**src/rtl/card_round_sched.sv**
```systemverilog
// Two-player round scheduler: arbitrates card requests onto one score accumulator and judges each round.
// Optional macro CARD_CHECK_EN rejects codes 0, 14 and 15 and pulses err for each rejected transfer.
module card_round_sched #(
  parameter int unsigned CARDS  = 5,
  parameter int unsigned TARGET = 21
) (
  input  logic       clk1,
  input  logic       rst,
  input  logic       req1,
  input  logic [3:0] card1,
  input  logic       req2,
  input  logic [3:0] card2,
  output logic       gnt1,
  output logic       gnt2,
  output logic       out_valid,
  output logic       equal,
  output logic       winner,
  output logic       bust1,
  output logic       bust2,
  output logic       err
);

  localparam int unsigned CW = 3;
  localparam int unsigned SW = 7;

  localparam logic [1:0] COLLECT = 2'd0;
  localparam logic [1:0] JUDGE   = 2'd1;
  localparam logic [1:0] REPORT  = 2'd2;

  logic [1:0]    state, state_n;
  logic [CW-1:0] cnt1, cnt2, cnt1_n, cnt2_n;
  logic [SW-1:0] sum1, sum2, sum1_n, sum2_n;
  logic          rr, rr_n;
  logic          cand1, cand2, take1, take2;
  logic          over1, over2, tie, win2;

  function automatic logic [SW-1:0] score(input logic [3:0] c);
    if (c > 4'd10) return SW'(10);
    return SW'(c);
  endfunction

  // Round-robin arbitration between eligible requesters
  assign cand1 = (state == COLLECT) && (cnt1 < CW'(CARDS)) && req1;
  assign cand2 = (state == COLLECT) && (cnt2 < CW'(CARDS)) && req2;
  assign gnt1  = cand1 && (!cand2 || !rr);
  assign gnt2  = cand2 && (!cand1 || rr);

`ifdef CARD_CHECK_EN
  function automatic logic legal(input logic [3:0] c);
    return (c != 4'd0) && (c < 4'd14);
  endfunction

  assign take1 = gnt1 && legal(card1);
  assign take2 = gnt2 && legal(card2);

  // Illegal transfers complete the handshake but only raise err
  always_ff @(posedge clk1) begin
    if (rst) err <= 1'b0;
    else     err <= (gnt1 && !legal(card1)) || (gnt2 && !legal(card2));
  end
`else
  assign take1 = gnt1;
  assign take2 = gnt2;
  assign err   = 1'b0;
`endif

  always_ff @(posedge clk1) begin
    if (rst) state <= COLLECT;
    else     state <= state_n;
  end

  // Next state and next accumulator values; the final accept moves straight to JUDGE
  always_comb begin
    state_n = state;
    cnt1_n  = cnt1;
    cnt2_n  = cnt2;
    sum1_n  = sum1;
    sum2_n  = sum2;
    rr_n    = rr;
    case (state)
      COLLECT: begin
        if (take1) begin
          cnt1_n = cnt1 + CW'(1);
          sum1_n = sum1 + score(card1);
          rr_n   = 1'b1;
        end
        if (take2) begin
          cnt2_n = cnt2 + CW'(1);
          sum2_n = sum2 + score(card2);
          rr_n   = 1'b0;
        end
        if ((cnt1_n == CW'(CARDS)) && (cnt2_n == CW'(CARDS))) state_n = JUDGE;
      end
      JUDGE:   state_n = REPORT;
      REPORT: begin
        state_n = COLLECT;
        cnt1_n  = '0;
        cnt2_n  = '0;
        sum1_n  = '0;
        sum2_n  = '0;
        rr_n    = 1'b0;
      end
      default: state_n = COLLECT;
    endcase
  end

  assign over1 = sum1 > SW'(TARGET);
  assign over2 = sum2 > SW'(TARGET);
  assign tie   = (over1 == over2) && (over1 || (sum1 == sum2));
  assign win2  = (over1 != over2) ? over1 : (sum2 > sum1);

  // Accumulators and judged results; results hold until the next JUDGE
  always_ff @(posedge clk1) begin
    if (rst) begin
      cnt1      <= '0;
      cnt2      <= '0;
      sum1      <= '0;
      sum2      <= '0;
      rr        <= 1'b0;
      out_valid <= 1'b0;
      equal     <= 1'b0;
      winner    <= 1'b0;
      bust1     <= 1'b0;
      bust2     <= 1'b0;
    end else begin
      cnt1      <= cnt1_n;
      cnt2      <= cnt2_n;
      sum1      <= sum1_n;
      sum2      <= sum2_n;
      rr        <= rr_n;
      out_valid <= (state == JUDGE);
      if (state == JUDGE) begin
        equal  <= tie;
        winner <= !tie && win2;
        bust1  <= over1;
        bust2  <= over2;
      end
    end
  end

endmodule

```
**config.mk**
```make
export PLATFORM = sky130hd
export DESIGN_NAME = card_round_sched
export DESIGN_NICKNAME = d
export VERILOG_FILES = /design/src/rtl/card_round_sched.sv
export SDC_FILE = /design/constraint.sdc
export NUM_CORES = 1
export LEC_CHECK = 0
export ABC_CLOCK_PERIOD_IN_PS = 4450
export BUFFER_PORTS_ARGS = -buffer_cell sky130_fd_sc_hd__clkbuf_2
export CAP_MARGIN = 5
export CORE_MARGIN = 1
export CORE_UTILIZATION = 35
export CTS_CLUSTER_DIAMETER = 60
export CTS_CLUSTER_SIZE = 30
export DETAILED_ROUTE_END_ITERATION = 12
export GPL_TIMING_DRIVEN = 0
export PLACE_DENSITY_LB_ADDON = 0.15
export SLEW_MARGIN = 0
export SYNTH_ARGS = -nofsm -noshare
export SYNTH_HDL_FRONTEND = slang
export SYNTH_SLANG_ARGS = --single-unit
```
**constraint.sdc**
```tcl
create_clock -name clk1 -period 4.45 [get_ports clk1]
set_input_delay 0.445 -clock clk1 [delete_from_list [all_inputs] [get_ports clk1]]
set_output_delay 0.445 -clock clk1 [all_outputs]
set_load 0.005 [all_outputs]
```
==> flow_summary.html, run 1 <==
<table>
<tr><th>Metric</th><th>Value</th></tr>
<tr><th colspan="2">Run status</th></tr>
<tr><td>Result of the run</td><td>completed</td></tr>
<tr><th colspan="2">Clocking</th></tr>
<tr><td>Latest clock arrival within the worst-skew pair</td><td>0.28 ns</td></tr>
<tr><td>Number of gates resized after cts</td><td>0</td></tr>
<tr><td>Maximum buffer depth of the clock tree</td><td>2</td></tr>
<tr><td>Count of hold-fix buffers inserted at cts</td><td>0</td></tr>
<tr><td>Number of sinks on the clock net</td><td>28</td></tr>
<tr><td>Number of buffers inserted during clock tree synthesis</td><td>3</td></tr>
<tr><td>Count of buffers added by post-CTS timing repair for setup</td><td>0</td></tr>
<tr><td>Clk slew on worst S/H paths</td><td>0.10 ns</td></tr>
<tr><td>Clock tree from TritonCTS</td><td>built</td></tr>
<tr><td>Total number of H-tree levels</td><td>1</td></tr>
<tr><td>Root Buffer Master</td><td>sky130_fd_sc_hd__clkbuf_8</td></tr>
<tr><th colspan="2">Run</th></tr>
<tr><td>Maximum capacitance violations</td><td>0</td></tr>
<tr><th colspan="2">Logic synthesis</th></tr>
<tr><td>Post-synthesis area per instance</td><td>8.12 um2</td></tr>
<tr><td>Cell variety after synth</td><td>43</td></tr>
<tr><td>Post-synthesis cell type with the largest combined area</td><td>sky130_fd_sc_hd__dfxtp_1</td></tr>
<tr><td>Flops &amp; latches, synth</td><td>28</td></tr>
<tr><td>Proportion of netlist area held by the largest area contributor</td><td>31.4%</td></tr>
<tr><td>Predominant post-synthesis flop cell</td><td>sky130_fd_sc_hd__dfxtp_1</td></tr>
<tr><td>Count of flip-flops with a built-in enable after synthesis</td><td>0</td></tr>
<tr><td>Syn Inst Count</td><td>220</td></tr>
<tr><td>Part of the Yosys area used for sequential elements</td><td>31.4%</td></tr>
<tr><td>Largest cells by area after synthesis</td><td>sky130_fd_sc_hd__dfxtp_1 (31%), sky130_fd_sc_hd__ha_1 (12%), sky130_fd_sc_hd__nor2_1 (4.8%)</td></tr>
<tr><td>Share of flip-flops with an asynchronous set or reset after synthesis</td><td>0%</td></tr>
<tr><td>Summed instance area of the synthesized netlist</td><td>0.00179 mm2</td></tr>
<tr><td>Post-Syn Nets</td><td>251</td></tr>
<tr><td>Ys Warns</td><td>0</td></tr>
<tr><th colspan="2">Final layout</th></tr>
<tr><td>Fraction of layout cells with a size suffix above 1</td><td>12.0%</td></tr>
<tr><td>Util after Layout</td><td>42.2%</td></tr>
<tr><td>Final net count</td><td>274</td></tr>
<tr><td>Area growth from synthesis to layout</td><td>13.7%</td></tr>
<tr><td>Number of inserted filler cells in the final layout</td><td>509</td></tr>
<tr><td>Final cell count without fillers</td><td>309</td></tr>
<tr><td>Final non-filler cell area</td><td>0.00203 mm2</td></tr>
<tr><td>Total inserted antenna cells</td><td>0</td></tr>
<tr><th colspan="2">STA</th></tr>
<tr><td>Actual slew at the worst max-slew pin</td><td>0.552 ns</td></tr>
<tr><td>Minimum setup slack in the final design</td><td>2.30 ns</td></tr>
<tr><td>Highest achievable clock rate</td><td>0.465 GHz</td></tr>
<tr><td>Final critical-path share of the clock period</td><td>48.3%</td></tr>
<tr><td>Final count of negative-setup-slack endpoints</td><td>0</td></tr>
<tr><td>Final critical delay including setup and external delays</td><td>2.15 ns</td></tr>
<tr><td>Tightest hold margin</td><td>0.479 ns</td></tr>
<tr><td>Headroom to the max-slew limit</td><td>63.2%</td></tr>
<tr><td>Total negative slack for setup checks</td><td>0 ns</td></tr>
<tr><td>Largest clock skew in the final design</td><td>0.00490 ns</td></tr>
<tr><td>Number of pins with negative max-slew slack in the final report</td><td>0</td></tr>
<tr><td>RSZ-0062 raised after global routing</td><td>false</td></tr>
<tr><td>Count of final hold-check violations</td><td>0</td></tr>
<tr><th colspan="2">Critical path</th></tr>
<tr><td>Register-to-register path setup slack</td><td>2.45 ns</td></tr>
<tr><td>Critical Path Sink</td><td>sum1[6]</td></tr>
<tr><td>Required arrival time at the worst endpoint</td><td>4.61 ns</td></tr>
<tr><td>Critical Setup Path Class</td><td>in -&gt; reg</td></tr>
<tr><td>Reg2Reg Capture Point</td><td>sum1[6]</td></tr>
<tr><td>CP startpoint kind</td><td>input port</td></tr>
<tr><td>Arrival @ worst endpoint</td><td>2.30 ns</td></tr>
<tr><td>Reg-to-reg startpoint</td><td>sum1[0]</td></tr>
<tr><td>Source of the critical timing path</td><td>card1[2]</td></tr>
<tr><td>Path depth of the worst reg2reg path</td><td>8</td></tr>
<tr><td>Largest fanout on the critical path</td><td>3</td></tr>
<tr><td>CP Capture Type</td><td>register</td></tr>
<tr><th colspan="2">Floorplanning</th></tr>
<tr><td>Die width</td><td>73.5 um</td></tr>
<tr><td># IOs</td><td>20</td></tr>
<tr><td>Effective utilization at floorplan</td><td>37.1%</td></tr>
<tr><td>Core area</td><td>0.00482 mm2</td></tr>
<tr><td>Standard-cell rows</td><td>25</td></tr>
<tr><td>Die Footprint</td><td>0.00539 mm2</td></tr>
<tr><td>Y dimension of the die</td><td>73.5 um</td></tr>
<tr><th colspan="2">Global routing</th></tr>
<tr><td>Maximum number of pins on one net before global-route repair</td><td>17</td></tr>
<tr><td>Total congestion overflow</td><td>0</td></tr>
<tr><td>Number of antenna violations at the first check in global routing</td><td>0</td></tr>
<tr><td>Global-route wire length before repair</td><td>6.32 mm</td></tr>
<tr><td>Via count of the first global-routing pass</td><td>1338</td></tr>
<tr><td>GRT Total Usage</td><td>15.4%</td></tr>
<tr><th colspan="2">Routing</th></tr>
<tr><td># DRC</td><td>0</td></tr>
<tr><td>Number of DRC markers in iteration 0</td><td>48</td></tr>
<tr><td>Final antenna-violating net count</td><td>0</td></tr>
<tr><td>Vias per cell</td><td>4.93</td></tr>
<tr><td>Vias post-DR</td><td>1523</td></tr>
<tr><td>Average wire length per cell after detail routing</td><td>12.2 um</td></tr>
<tr><td>DRT Wirelength</td><td>3.77 mm</td></tr>
<tr><td>Detailed-routing iteration count for the pre-antenna-repair pass</td><td>4</td></tr>
<tr><th colspan="2">Placement</th></tr>
<tr><td>Post-detailed-placement cell area</td><td>0.00196 mm2</td></tr>
<tr><td>Global placement routability congestion</td><td>0.721</td></tr>
<tr><td>DPL Wire Length</td><td>2.90 mm</td></tr>
<tr><td>DP Worst Slack</td><td>2.04 ns</td></tr>
<tr><td>Port buffer count</td><td>18</td></tr>
<tr><td>Total instance count after detailed placement</td><td>305</td></tr>
<tr><th colspan="2">Power</th></tr>
<tr><td>Standby leakage power</td><td>0.865 nW</td></tr>
<tr><td>Total power draw</td><td>0.602 mW</td></tr>
<tr><td>Worst ir drop on vdd</td><td>0.241 mV</td></tr>
<tr><td>Power density over the cells</td><td>296 mW/mm2</td></tr>
<tr><th colspan="2">Min path</th></tr>
<tr><td>Kind of path behind the tightest hold check</td><td>reg -&gt; reg</td></tr>
</table>
[layout make-up]
cell class | count | area, um2 | area share [%]
inverter | 22 | 82.6 | 4.06
clock buffer | 3 | 41.3 | 2.03
tap | 67 | 83.8 | 4.13
multi-input combinational | 160 | 1100 | 54.2
timing repair buffer | 18 | 90.1 | 4.43
sequential | 28 | 561 | 27.6
clock inverter | 1 | 30.0 | 1.48
buffer | 10 | 41.3 | 2.03
[worst max-delay path, cell delays in order]
cell and delay (ns):
sky130_fd_sc_hd__clkbuf_2 0.09, sky130_fd_sc_hd__o21ai_0 0.15, sky130_fd_sc_hd__and2_1 0.15, sky130_fd_sc_hd__ha_1 0.16
sky130_fd_sc_hd__inv_1 0.06, sky130_fd_sc_hd__fa_1 0.38, sky130_fd_sc_hd__nor2b_1 0.16, sky130_fd_sc_hd__o21ai_0 0.14
sky130_fd_sc_hd__a221oi_1 0.36, sky130_fd_sc_hd__xnor2_1 0.17, sky130_fd_sc_hd__nor2_1 0.06
[where the power goes]
group	internal (mW)	total [mW]	switching [mW]
combinational	0.0565	0.121	0.0645
clock	0.121	0.205	0.0841
sequential	0.262	0.276	0.0145
total	0.439	0.602	0.163
[synthesized netlist by cell type, drive strengths merged (3+ instances only)]
library cell  instances
a22oi                 3
o21ai                11
clkbuf                9
a211oi                8
nand2b                3
nor2                 24
nand3                 7
ha                   17
a21o                  8
a31oi                 4
nor3                  4
dfxtp                28
nor2b                10
nand2                12
nor3b                 3
a21oi                13
xnor2                 7
inv                  22
[cell usage in the layout (no fill, tap or decap), drive strengths merged, types with 2 or more instances in the layout]
| cell type | count |
|---|---|
| clkbuf | 30 |
| dfxtp | 28 |
| nor2 | 24 |
| inv | 22 |
| ha | 17 |
| a21oi | 13 |
| nand2 | 12 |
| o21ai | 11 |
| nor2b | 10 |
| a21o | 8 |
| a211oi | 8 |
| xnor2 | 7 |
| nand3 | 7 |
| nor3 | 4 |
| a31oi | 4 |
| nand2b | 3 |
| a22oi | 3 |
| nor3b | 3 |
| o21a | 2 |
| and2 | 2 |
| nand4 | 2 |
| a21boi | 2 |
| and3 | 2 |
| fa | 2 |
| o2111ai | 2 |
| mux2 | 2 |
[routing by layer]
layer	global-route usage, %	share of wire [%]	vias up	routed length (um)
met5	0	0	-	0
met4	3.21	0.72	0	27
met3	3.29	2.4	2	91
met2	26.0	46	16	1750
met1	20.0	50	690	1900
li1	-	-	815	-
[worst min path at each step]
stage / startpoint / endpoint / slack [ns] / cells past startpoint
6_report: winner / winner / 0.48 / 2
5_1_grt: winner / winner / 0.50 / 2
4_1_cts: winner / winner / 0.48 / 2
3_5_place_dp: winner / winner / 0.47 / 2
3_3_place_gp: winner / winner / 0.47 / 2
2_1_floorplan: rr / rr / 0.45 / 1
[state kept, by name, indices dropped and copies added, names as in the netlist]
signal	cells
cnt2	3
sum1	7
bust2	1
winner	1
state	2
cnt1	3
equal	1
rr	1
sum2	7
out_valid	1
bust1	1
[kinds of logic after synthesis]
family	synth area share, %
buffers and inverters	6.93
adders and majority gates	14.1
muxes	1.47
xor gates and xnor gates	3.43
AOI/OAI and AO/OA	23.1
and+or+nand+nor	19.3
other	0.210
DFF	31.4
Power figures use the tool's default switching activity.
==> run 2: changes to the inputs <==
Settings changed: ABC_AREA from default to 1, ABC_CLOCK_PERIOD_IN_PS 4450 to 1900.
Clock period 4.45 ns to 1.9 ns, I/O delays scaled along.
==> run 2 against run 1 <==
Against the previous run:
- synthesized cell count is 27% higher
- synthesized area is 7.0% higher
- via count is 11% higher
- flip-flop and latch count stayed put
- clock-buffer cell count stayed put
- cell count is 20% higher
- setup slack worse by 2.1 ns
- register-to-register slack worse by 2.2 ns
- clock skew hardly changed
==> flow_summary.html, run 2 <==
<table>
<tr><th>Metric</th><th>Value</th></tr>
<tr><th colspan="2">Run status</th></tr>
<tr><td>Result of the run</td><td>completed</td></tr>
<tr><th colspan="2">Critical path</th></tr>
<tr><td>CP startpoint kind</td><td>register</td></tr>
<tr><td>Reg2Reg Capture Point</td><td>sum1[6]</td></tr>
<tr><td>CP Capture Type</td><td>output pin</td></tr>
<tr><td>Register-to-register path setup slack</td><td>0.28 ns</td></tr>
<tr><td>Arrival @ worst endpoint</td><td>1.48 ns</td></tr>
<tr><td>Path depth of the worst reg2reg path</td><td>9</td></tr>
<tr><td>Required arrival time at the worst endpoint</td><td>1.71 ns</td></tr>
<tr><td>Largest fanout on the critical path</td><td>9</td></tr>
<tr><td>Reg-to-reg startpoint</td><td>sum1[0]</td></tr>
<tr><td>Critical Setup Path Class</td><td>reg -&gt; out</td></tr>
<tr><th colspan="2">Final layout</th></tr>
<tr><td>Biggest regs</td><td>sum1: 7 flops, sum2: 7 flops</td></tr>
<tr><td>Combined area of the multi-input logic cells</td><td>0.00116 mm2</td></tr>
<tr><td>Total inserted antenna cells</td><td>0</td></tr>
<tr><td>Sequential cell area</td><td>561 um2</td></tr>
<tr><td>Most common library cell in the layout ignoring fill and taps</td><td>sky130_fd_sc_hd__nand2_1</td></tr>
<tr><td>Final net count</td><td>334</td></tr>
<tr><td>Final non-filler cell area</td><td>0.00216 mm2</td></tr>
<tr><td>Number of inserted filler cells in the final layout</td><td>556</td></tr>
<tr><td>Area growth from synthesis to layout</td><td>13.0%</td></tr>
<tr><td>Fraction of layout cells with a size suffix above 1</td><td>13.9%</td></tr>
<tr><td>Highest-count cells in the layout ignoring fill and taps</td><td>sky130_fd_sc_hd__nand2_1 (69), sky130_fd_sc_hd__inv_1 (39), sky130_fd_sc_hd__nor2_1 (36)</td></tr>
<tr><th colspan="2">STA</th></tr>
<tr><td>Final critical delay including setup and external delays</td><td>1.67 ns</td></tr>
<tr><td>Actual slew at the worst max-slew pin</td><td>0.529 ns</td></tr>
<tr><td>Number of pins with negative max-slew slack in the final report</td><td>0</td></tr>
<tr><td>Final count of negative-setup-slack endpoints</td><td>0</td></tr>
<tr><td>Highest achievable clock rate</td><td>0.600 GHz</td></tr>
<tr><td>Largest clock skew in the final design</td><td>0.00445 ns</td></tr>
<tr><td>Headroom to the max-slew limit</td><td>64.8%</td></tr>
<tr><td>Final critical-path share of the clock period</td><td>87.8%</td></tr>
<tr><td>Total negative slack for setup checks</td><td>0 ns</td></tr>
<tr><td>RSZ-0062 raised after global routing</td><td>false</td></tr>
<tr><td>Tightest hold margin</td><td>0.236 ns</td></tr>
<tr><td>Count of final hold-check violations</td><td>0</td></tr>
<tr><th colspan="2">Logic synthesis</th></tr>
<tr><td>Share of flip-flops with an asynchronous set or reset after synthesis</td><td>0%</td></tr>
<tr><td>Post-Synth Simple-Gate Area</td><td>32.9%</td></tr>
<tr><td>Summed instance area of the synthesized netlist</td><td>0.00191 mm2</td></tr>
<tr><td>Post-synthesis area per instance</td><td>6.83 um2</td></tr>
<tr><td>Syn Inst Count</td><td>280</td></tr>
<tr><td>Dominant cell by count in the synthesized netlist</td><td>sky130_fd_sc_hd__nand2_1</td></tr>
<tr><td>Post-synthesis compound-gate area fraction</td><td>11.1%</td></tr>
<tr><td>Xor and xnor area share after synthesis</td><td>3.21%</td></tr>
<tr><td>Count of flip-flops with a built-in enable after synthesis</td><td>0</td></tr>
<tr><td>Largest cells by area after synthesis</td><td>sky130_fd_sc_hd__dfxtp_1 (29%), sky130_fd_sc_hd__nand2_1 (14%), sky130_fd_sc_hd__ha_1 (11%)</td></tr>
<tr><td>Part of the Yosys area used for sequential elements</td><td>29.3%</td></tr>
<tr><td>Post-Syn Nets</td><td>311</td></tr>
<tr><td>Flops &amp; latches, synth</td><td>28</td></tr>
<tr><td>Proportion of netlist area held by the largest area contributor</td><td>29.3%</td></tr>
<tr><td>Cell variety after synth</td><td>33</td></tr>
<tr><td>Mux contribution to synthesized area</td><td>0%</td></tr>
<tr><td>Adder-Cell Fraction of Synth Area</td><td>13.2%</td></tr>
<tr><td>Most instantiated cells after synthesis</td><td>sky130_fd_sc_hd__nand2_1 (69), sky130_fd_sc_hd__inv_1 (39), sky130_fd_sc_hd__nor2_1 (36), sky130_fd_sc_hd__dfxtp_1 (28)</td></tr>
<tr><td>Post-synthesis cell type with the largest combined area</td><td>sky130_fd_sc_hd__dfxtp_1</td></tr>
<tr><td>Dominant combinational cell family by area after synthesis</td><td>simple AND/OR/NAND/NOR gates</td></tr>
<tr><td>Ys Warns</td><td>0</td></tr>
<tr><td>Predominant post-synthesis flop cell</td><td>sky130_fd_sc_hd__dfxtp_1</td></tr>
<tr><th colspan="2">Global routing</th></tr>
<tr><td>GRT Total Usage</td><td>14.8%</td></tr>
<tr><td>Number of antenna violations at the first check in global routing</td><td>0</td></tr>
<tr><td>Global-route wire length before repair</td><td>6.97 mm</td></tr>
<tr><td>Total congestion overflow</td><td>0</td></tr>
<tr><td>Via count of the first global-routing pass</td><td>1584</td></tr>
<tr><td>Maximum number of pins on one net before global-route repair</td><td>17</td></tr>
<tr><th colspan="2">Floorplanning</th></tr>
<tr><td>Y dimension of the die</td><td>75.9 um</td></tr>
<tr><td>Die width</td><td>75.9 um</td></tr>
<tr><td>Core area</td><td>0.00517 mm2</td></tr>
<tr><td>Effective utilization at floorplan</td><td>37.0%</td></tr>
<tr><td>Standard-cell rows</td><td>26</td></tr>
<tr><td>Die Footprint</td><td>0.00576 mm2</td></tr>
<tr><td># IOs</td><td>20</td></tr>
<tr><th colspan="2">Power</th></tr>
<tr><td>Standby leakage power</td><td>1.07 nW</td></tr>
<tr><td>Power density over the cells</td><td>734 mW/mm2</td></tr>
<tr><td>Worst ir drop on vdd</td><td>0.307 mV</td></tr>
<tr><th colspan="2">Routing</th></tr>
<tr><td>Vias per cell</td><td>4.54</td></tr>
<tr><td>Average wire length per cell after detail routing</td><td>10.6 um</td></tr>
<tr><td># DRC</td><td>0</td></tr>
<tr><td>Number of DRC markers in iteration 0</td><td>27</td></tr>
<tr><td>Detailed-routing iteration count for the pre-antenna-repair pass</td><td>4</td></tr>
<tr><td>Vias post-DR</td><td>1689</td></tr>
<tr><td>DRT Wirelength</td><td>3.94 mm</td></tr>
<tr><td>Final antenna-violating net count</td><td>0</td></tr>
<tr><th colspan="2">Clocking</th></tr>
<tr><td>Total number of H-tree levels</td><td>1</td></tr>
<tr><td>Maximum buffer depth of the clock tree</td><td>2</td></tr>
<tr><td>Number of sinks on the clock net</td><td>28</td></tr>
<tr><td>Number of gates resized after cts</td><td>0</td></tr>
<tr><td>Clk slew on worst S/H paths</td><td>0.10 ns</td></tr>
<tr><td>Clock tree from TritonCTS</td><td>built</td></tr>
<tr><td>Count of buffers added by post-CTS timing repair for setup</td><td>0</td></tr>
<tr><td>Number of buffers inserted during clock tree synthesis</td><td>3</td></tr>
<tr><td>Latest clock arrival within the worst-skew pair</td><td>0.28 ns</td></tr>
<tr><td>Root Buffer Master</td><td>sky130_fd_sc_hd__clkbuf_8</td></tr>
<tr><td>Count of hold-fix buffers inserted at cts</td><td>0</td></tr>
<tr><th colspan="2">Min path</th></tr>
<tr><td>Kind of path behind the tightest hold check</td><td>in -&gt; reg</td></tr>
<tr><td>Worst hold path endpoint</td><td>equal</td></tr>
<tr><td>Hold Path Depth</td><td>4</td></tr>
<tr><td>Worst Min Path Start</td><td>rst</td></tr>
<tr><th colspan="2">Placement</th></tr>
<tr><td>Post-detailed-placement cell area</td><td>0.00209 mm2</td></tr>
<tr><td>Global placement routability congestion</td><td>0.731</td></tr>
<tr><td>Port buffer count</td><td>18</td></tr>
<tr><td>DPL Wire Length</td><td>3.17 mm</td></tr>
<tr><th colspan="2">Run</th></tr>
<tr><td>Maximum capacitance violations</td><td>0</td></tr>
</table>
## run 2: cell count changes after synthesis, sizes merged, moves of 4 or more
cell | before | now
a211oi | 8 | 0
a21o | 8 | 0
a21oi | 13 | 18
clkbuf | 9 | 4
inv | 22 | 44
nand2 | 12 | 75
nand3 | 7 | 15
nor2 | 24 | 39
nor2b | 10 | 0
o21ai | 11 | 7
## run 2: final cells by class
class                           instances  area share, %
Buffer                                  5           1.04
Clock buffer                            3           1.91
Clock inverter                          1           1.39
Inverter                               44           7.87
Multi-Input combinational cell        203           53.6
Sequential cell                        28           25.9
Tap cell                               70           4.05
Timing Repair Buffer                   18           4.17
## run 2: how the worst max path moves through the flow
stage	slack (ns)	cells past startpoint	start	endpoint
2_1_floorplan	0.33	12	card1[2]	sum1[6]
6_report	0.23	5	cnt1[0]	gnt2
3_3_place_gp	0.09	13	card1[2]	sum1[6]
4_1_cts	0.20	5	cnt1[0]	gnt2
3_5_place_dp	0.07	13	card1[2]	sum1[6]
5_1_grt	0.06	5	cnt1[0]	gnt2
## run 2: logic make-up (layout without fill, tap and decap cells)
logic type,Yosys count,count (layout)
AND/OR/NAND/NOR,141,141
buffers and inverters,49,71
AO/OA/AOI/OAI,35,35
flip-flops,28,28
adder cells (fa/ha/maj),19,19
XOR/XNOR,7,7
other,1,1
## run 2: per-layer routing
metal	up-vias	share of wire, %	GRT usage, %
met4	0	0.91	5.19
met5	-	0	0
met1	734	55	20.7
met2	22	41	23.4
li1	931	-	-
met3	2	2.7	1.81
## run 2: power breakdown
group,internal (mW),total (mW),switching (mW)
Combinational,0.172,0.423,0.251
Clock,0.282,0.485,0.203
Sequential,0.630,0.677,0.0474
Total,1.08,1.59,0.501
## run 2: through the flow
stage          setup slack, ns  power (mW)  util [%]  instances
2_1_floorplan            0.333        1.02         -        280
3_3_place_gp            0.0904        1.12      40.4        368
3_5_place_dp            0.0720        1.12      40.4        368
4_1_cts                  0.198        1.60      41.8        372
5_1_grt                 0.0630        1.70      41.8        372
6_report                 0.232        1.59      41.8        372
## run 2: worst max-delay path, cell delays in order (launching register included)
cell and delay (ns):
sky130_fd_sc_hd__dfxtp_1 0.39, sky130_fd_sc_hd__o21ai_0 0.28, sky130_fd_sc_hd__nand3_2 0.19, sky130_fd_sc_hd__nand2_4 0.16, sky130_fd_sc_hd__inv_4 0.08, sky130_fd_sc_hd__clkbuf_2 0.11
==> run 3: changes to the inputs <==
Settings changed: CTS_BUF_LIST from default to sky130_fd_sc_hd__clkbuf_4.
==> run 3 against run 2 <==
Against the previous run:
- cell area decreased by 0.87%
- via count increased by 0.41%
- critical endpoint unchanged
- critical path type unchanged
- sequential power about the same
==> flow_summary.html, run 3 (synthesized netlist as in run 2, its figures left out) <==
<table>
<tr><th>Metric</th><th>Value</th></tr>
<tr><th colspan="2">STA</th></tr>
<tr><td>Count of final hold-check violations</td><td>0</td></tr>
<tr><td>Final count of negative-setup-slack endpoints</td><td>0</td></tr>
<tr><td>Number of pins with negative max-slew slack in the final report</td><td>0</td></tr>
<tr><td>Largest clock skew in the final design</td><td>0.00329 ns</td></tr>
<tr><td>RSZ-0062 raised after global routing</td><td>false</td></tr>
<tr><td>Headroom to the max-slew limit</td><td>65.1%</td></tr>
<tr><td>Final critical delay including setup and external delays</td><td>1.69 ns</td></tr>
<tr><td>Final critical-path share of the clock period</td><td>89.2%</td></tr>
<tr><td>Highest achievable clock rate</td><td>0.590 GHz</td></tr>
<tr><td>Actual slew at the worst max-slew pin</td><td>0.523 ns</td></tr>
<tr><td>Total negative slack for setup checks</td><td>0 ns</td></tr>
<tr><th colspan="2">Routing</th></tr>
<tr><td>DRT Wirelength</td><td>3.95 mm</td></tr>
<tr><td>Number of DRC markers in iteration 0</td><td>42</td></tr>
<tr><td>Average wire length per cell after detail routing</td><td>10.6 um</td></tr>
<tr><td>Detailed-routing iteration count for the pre-antenna-repair pass</td><td>5</td></tr>
<tr><td>Final antenna-violating net count</td><td>0</td></tr>
<tr><td>Vias post-DR</td><td>1696</td></tr>
<tr><td>Vias per cell</td><td>4.56</td></tr>
<tr><td># DRC</td><td>0</td></tr>
<tr><th colspan="2">Clocking</th></tr>
<tr><td>Count of hold-fix buffers inserted at cts</td><td>0</td></tr>
<tr><td>Root Buffer Master</td><td>sky130_fd_sc_hd__clkbuf_4</td></tr>
<tr><td>Clock tree from TritonCTS</td><td>built</td></tr>
<tr><td>Number of buffers inserted during clock tree synthesis</td><td>3</td></tr>
<tr><td>Maximum buffer depth of the clock tree</td><td>2</td></tr>
<tr><td>Count of buffers added by post-CTS timing repair for setup</td><td>0</td></tr>
<tr><td>Number of sinks on the clock net</td><td>28</td></tr>
<tr><td>Latest clock arrival within the worst-skew pair</td><td>0.34 ns</td></tr>
<tr><td>Total number of H-tree levels</td><td>1</td></tr>
<tr><td>Clk slew on worst S/H paths</td><td>0.17 ns</td></tr>
<tr><th colspan="2">Power</th></tr>
<tr><td>Int Power</td><td>1.02 mW</td></tr>
<tr><td>Sequential cell fraction of total power</td><td>44.8%</td></tr>
<tr><td>Switching power</td><td>0.498 mW</td></tr>
<tr><td>Relative contribution of combinational cells to total power</td><td>28.0%</td></tr>
<tr><td>Power density over the cells</td><td>707 mW/mm2</td></tr>
<tr><td>Worst ir drop on vdd</td><td>0.275 mV</td></tr>
<tr><td>Part of the power in the clock network</td><td>27.2%</td></tr>
<tr><td>Standby leakage power</td><td>1.06 nW</td></tr>
<tr><td>Sw Ratio</td><td>32.9%</td></tr>
<tr><th colspan="2">Floorplanning</th></tr>
<tr><td>Die width</td><td>75.9 um</td></tr>
<tr><td>Effective utilization at floorplan</td><td>37.0%</td></tr>
<tr><td>Core area</td><td>0.00517 mm2</td></tr>
<tr><td># IOs</td><td>20</td></tr>
<tr><td>Standard-cell rows</td><td>26</td></tr>
<tr><td>Die Footprint</td><td>0.00576 mm2</td></tr>
<tr><td>Y dimension of the die</td><td>75.9 um</td></tr>
<tr><th colspan="2">Global routing</th></tr>
<tr><td>Total congestion overflow</td><td>0</td></tr>
<tr><td>Global-route wire length before repair</td><td>7.00 mm</td></tr>
<tr><td>Maximum number of pins on one net before global-route repair</td><td>17</td></tr>
<tr><td>GRT Total Usage</td><td>14.9%</td></tr>
<tr><td>Via count of the first global-routing pass</td><td>1579</td></tr>
<tr><td>Number of antenna violations at the first check in global routing</td><td>0</td></tr>
<tr><th colspan="2">Critical path</th></tr>
<tr><td>CP cell instances</td><td>nor2_4, nand2_2, a21oi_4, nand2_4, inv_4, clkbuf_2</td></tr>
<tr><td>Required arrival time at the worst endpoint</td><td>1.71 ns</td></tr>
<tr><td>Critical Setup Path Class</td><td>reg -&gt; out</td></tr>
<tr><td>Delay of the slowest cell on the worst path</td><td>0.38 ns</td></tr>
<tr><td>Largest fanout on the critical path</td><td>9</td></tr>
<tr><td>CP startpoint kind</td><td>register</td></tr>
<tr><td>CP Capture Type</td><td>output pin</td></tr>
<tr><td>Slowest library cell on the worst path</td><td>sky130_fd_sc_hd__dfxtp_1</td></tr>
<tr><td>Arrival @ worst endpoint</td><td>1.50 ns</td></tr>
<tr><th colspan="2">Min path</th></tr>
<tr><td>Kind of path behind the tightest hold check</td><td>in -&gt; reg</td></tr>
<tr><th colspan="2">Final layout</th></tr>
<tr><td>Area growth from synthesis to layout</td><td>12.0%</td></tr>
<tr><td>Highest-count cells in the layout ignoring fill and taps</td><td>sky130_fd_sc_hd__nand2_1 (69), sky130_fd_sc_hd__inv_1 (39), sky130_fd_sc_hd__nor2_1 (36)</td></tr>
<tr><td>Total inserted antenna cells</td><td>0</td></tr>
<tr><td>Fraction of layout cells with a size suffix above 1</td><td>13.9%</td></tr>
<tr><td>Final net count</td><td>334</td></tr>
<tr><td>Most common library cell in the layout ignoring fill and taps</td><td>sky130_fd_sc_hd__nand2_1</td></tr>
<tr><td>Final cell count without fillers</td><td>372</td></tr>
<tr><td>Biggest regs</td><td>sum1: 7 flops, sum2: 7 flops</td></tr>
<tr><td>Number of inserted filler cells in the final layout</td><td>559</td></tr>
<tr><th colspan="2">Placement</th></tr>
<tr><td>Total instance count after detailed placement</td><td>368</td></tr>
<tr><td>DPL Wire Length</td><td>3.17 mm</td></tr>
<tr><td>Global placement routability congestion</td><td>0.731</td></tr>
<tr><td>Port buffer count</td><td>18</td></tr>
<tr><th colspan="2">Run</th></tr>
<tr><td>Maximum capacitance violations</td><td>0</td></tr>
<tr><th colspan="2">Run status</th></tr>
<tr><td>Result of the run</td><td>completed</td></tr>
</table>
## run 3: changes by cell type in the layout (fill, tap and decap cells not counted)
cell                       before  now
sky130_fd_sc_hd__o21ai_1        0    1
sky130_fd_sc_hd__clkbuf_8       3    0
sky130_fd_sc_hd__clkbuf_4       0    3
sky130_fd_sc_hd__o21ai_0        6    5
## run 3: what timing repair did
| item | 4_1_cts | 5_1_grt |
|---|---|---|
| hold endpoints to repair | 0 | 0 |
| endpoints found under the setup margin | 0 | 1 |
| resized for setup | 0 | 1 |
## run 3: path summary, 6_finish.rpt
check / from / cells after the start / slack (ns) / to
min: rst / 4 / 0.16 / equal
min reg2reg: winner / 2 / 0.49 / winner
max reg2reg: sum1[0] / 8 / 0.25 / sum1[6]
max: state[0] / 6 / 0.21 / gnt2
## run 3: routing by layer
metal  wire length, um  vias up  global-route usage [%]
met5                 0        -                       0
met3               139        2                    1.81
met4                36        0                    5.19
li1                  -      931                       -
met1              2140      731                    21.1
met2              1640       32                    23.2
## run 3: power groups by stage
stage	combinational [mW]	sequential [mW]	clock (mW)
floorplan	0.338	0.677	0
global placement	0.426	0.691	0
detailed placement	0.427	0.691	0
CTS	0.429	0.678	0.422
global route	0.501	0.685	0.448
finish	0.423	0.679	0.412
## run 3: metrics by stage
stage	worst slack (ns)	hold slack (ns)	cell area, um2	utilization [%]	power, mW
floorplan	0.333	0.385	1910	-	1.02
global placement	0.0904	0.473	2090	40.4	1.12
detailed placement	0.0720	0.472	2090	40.4	1.12
CTS	0.112	0.145	2140	41.4	1.53
global route	0.0666	0.158	2140	41.4	1.63
finish	0.205	0.160	2140	41.4	1.51
## run 3: cell type report
type | instances | area, um2 | share of cell area [%]
Multi-Input combinational cell | 203 | 1160 | 54.1
Buffer | 5 | 22.5 | 1.05
Inverter | 44 | 170 | 7.94
Clock buffer | 3 | 22.5 | 1.05
Timing Repair Buffer | 18 | 90.1 | 4.21
Clock inverter | 1 | 30.0 | 1.40
Tap cell | 70 | 87.6 | 4.09
Sequential cell | 28 | 561 | 26.2
## run 3: worst max-delay path: cells and delay by family, from the launching register on
| family | cells | cell delay, ns |
|---|---|---|
| buffers and inverters | 2 | 0.24 |
| flip-flops | 1 | 0.38 |
| AND/OR/NAND/NOR | 3 | 0.36 |
| AO/OA/AOI/OAI | 1 | 0.18 |
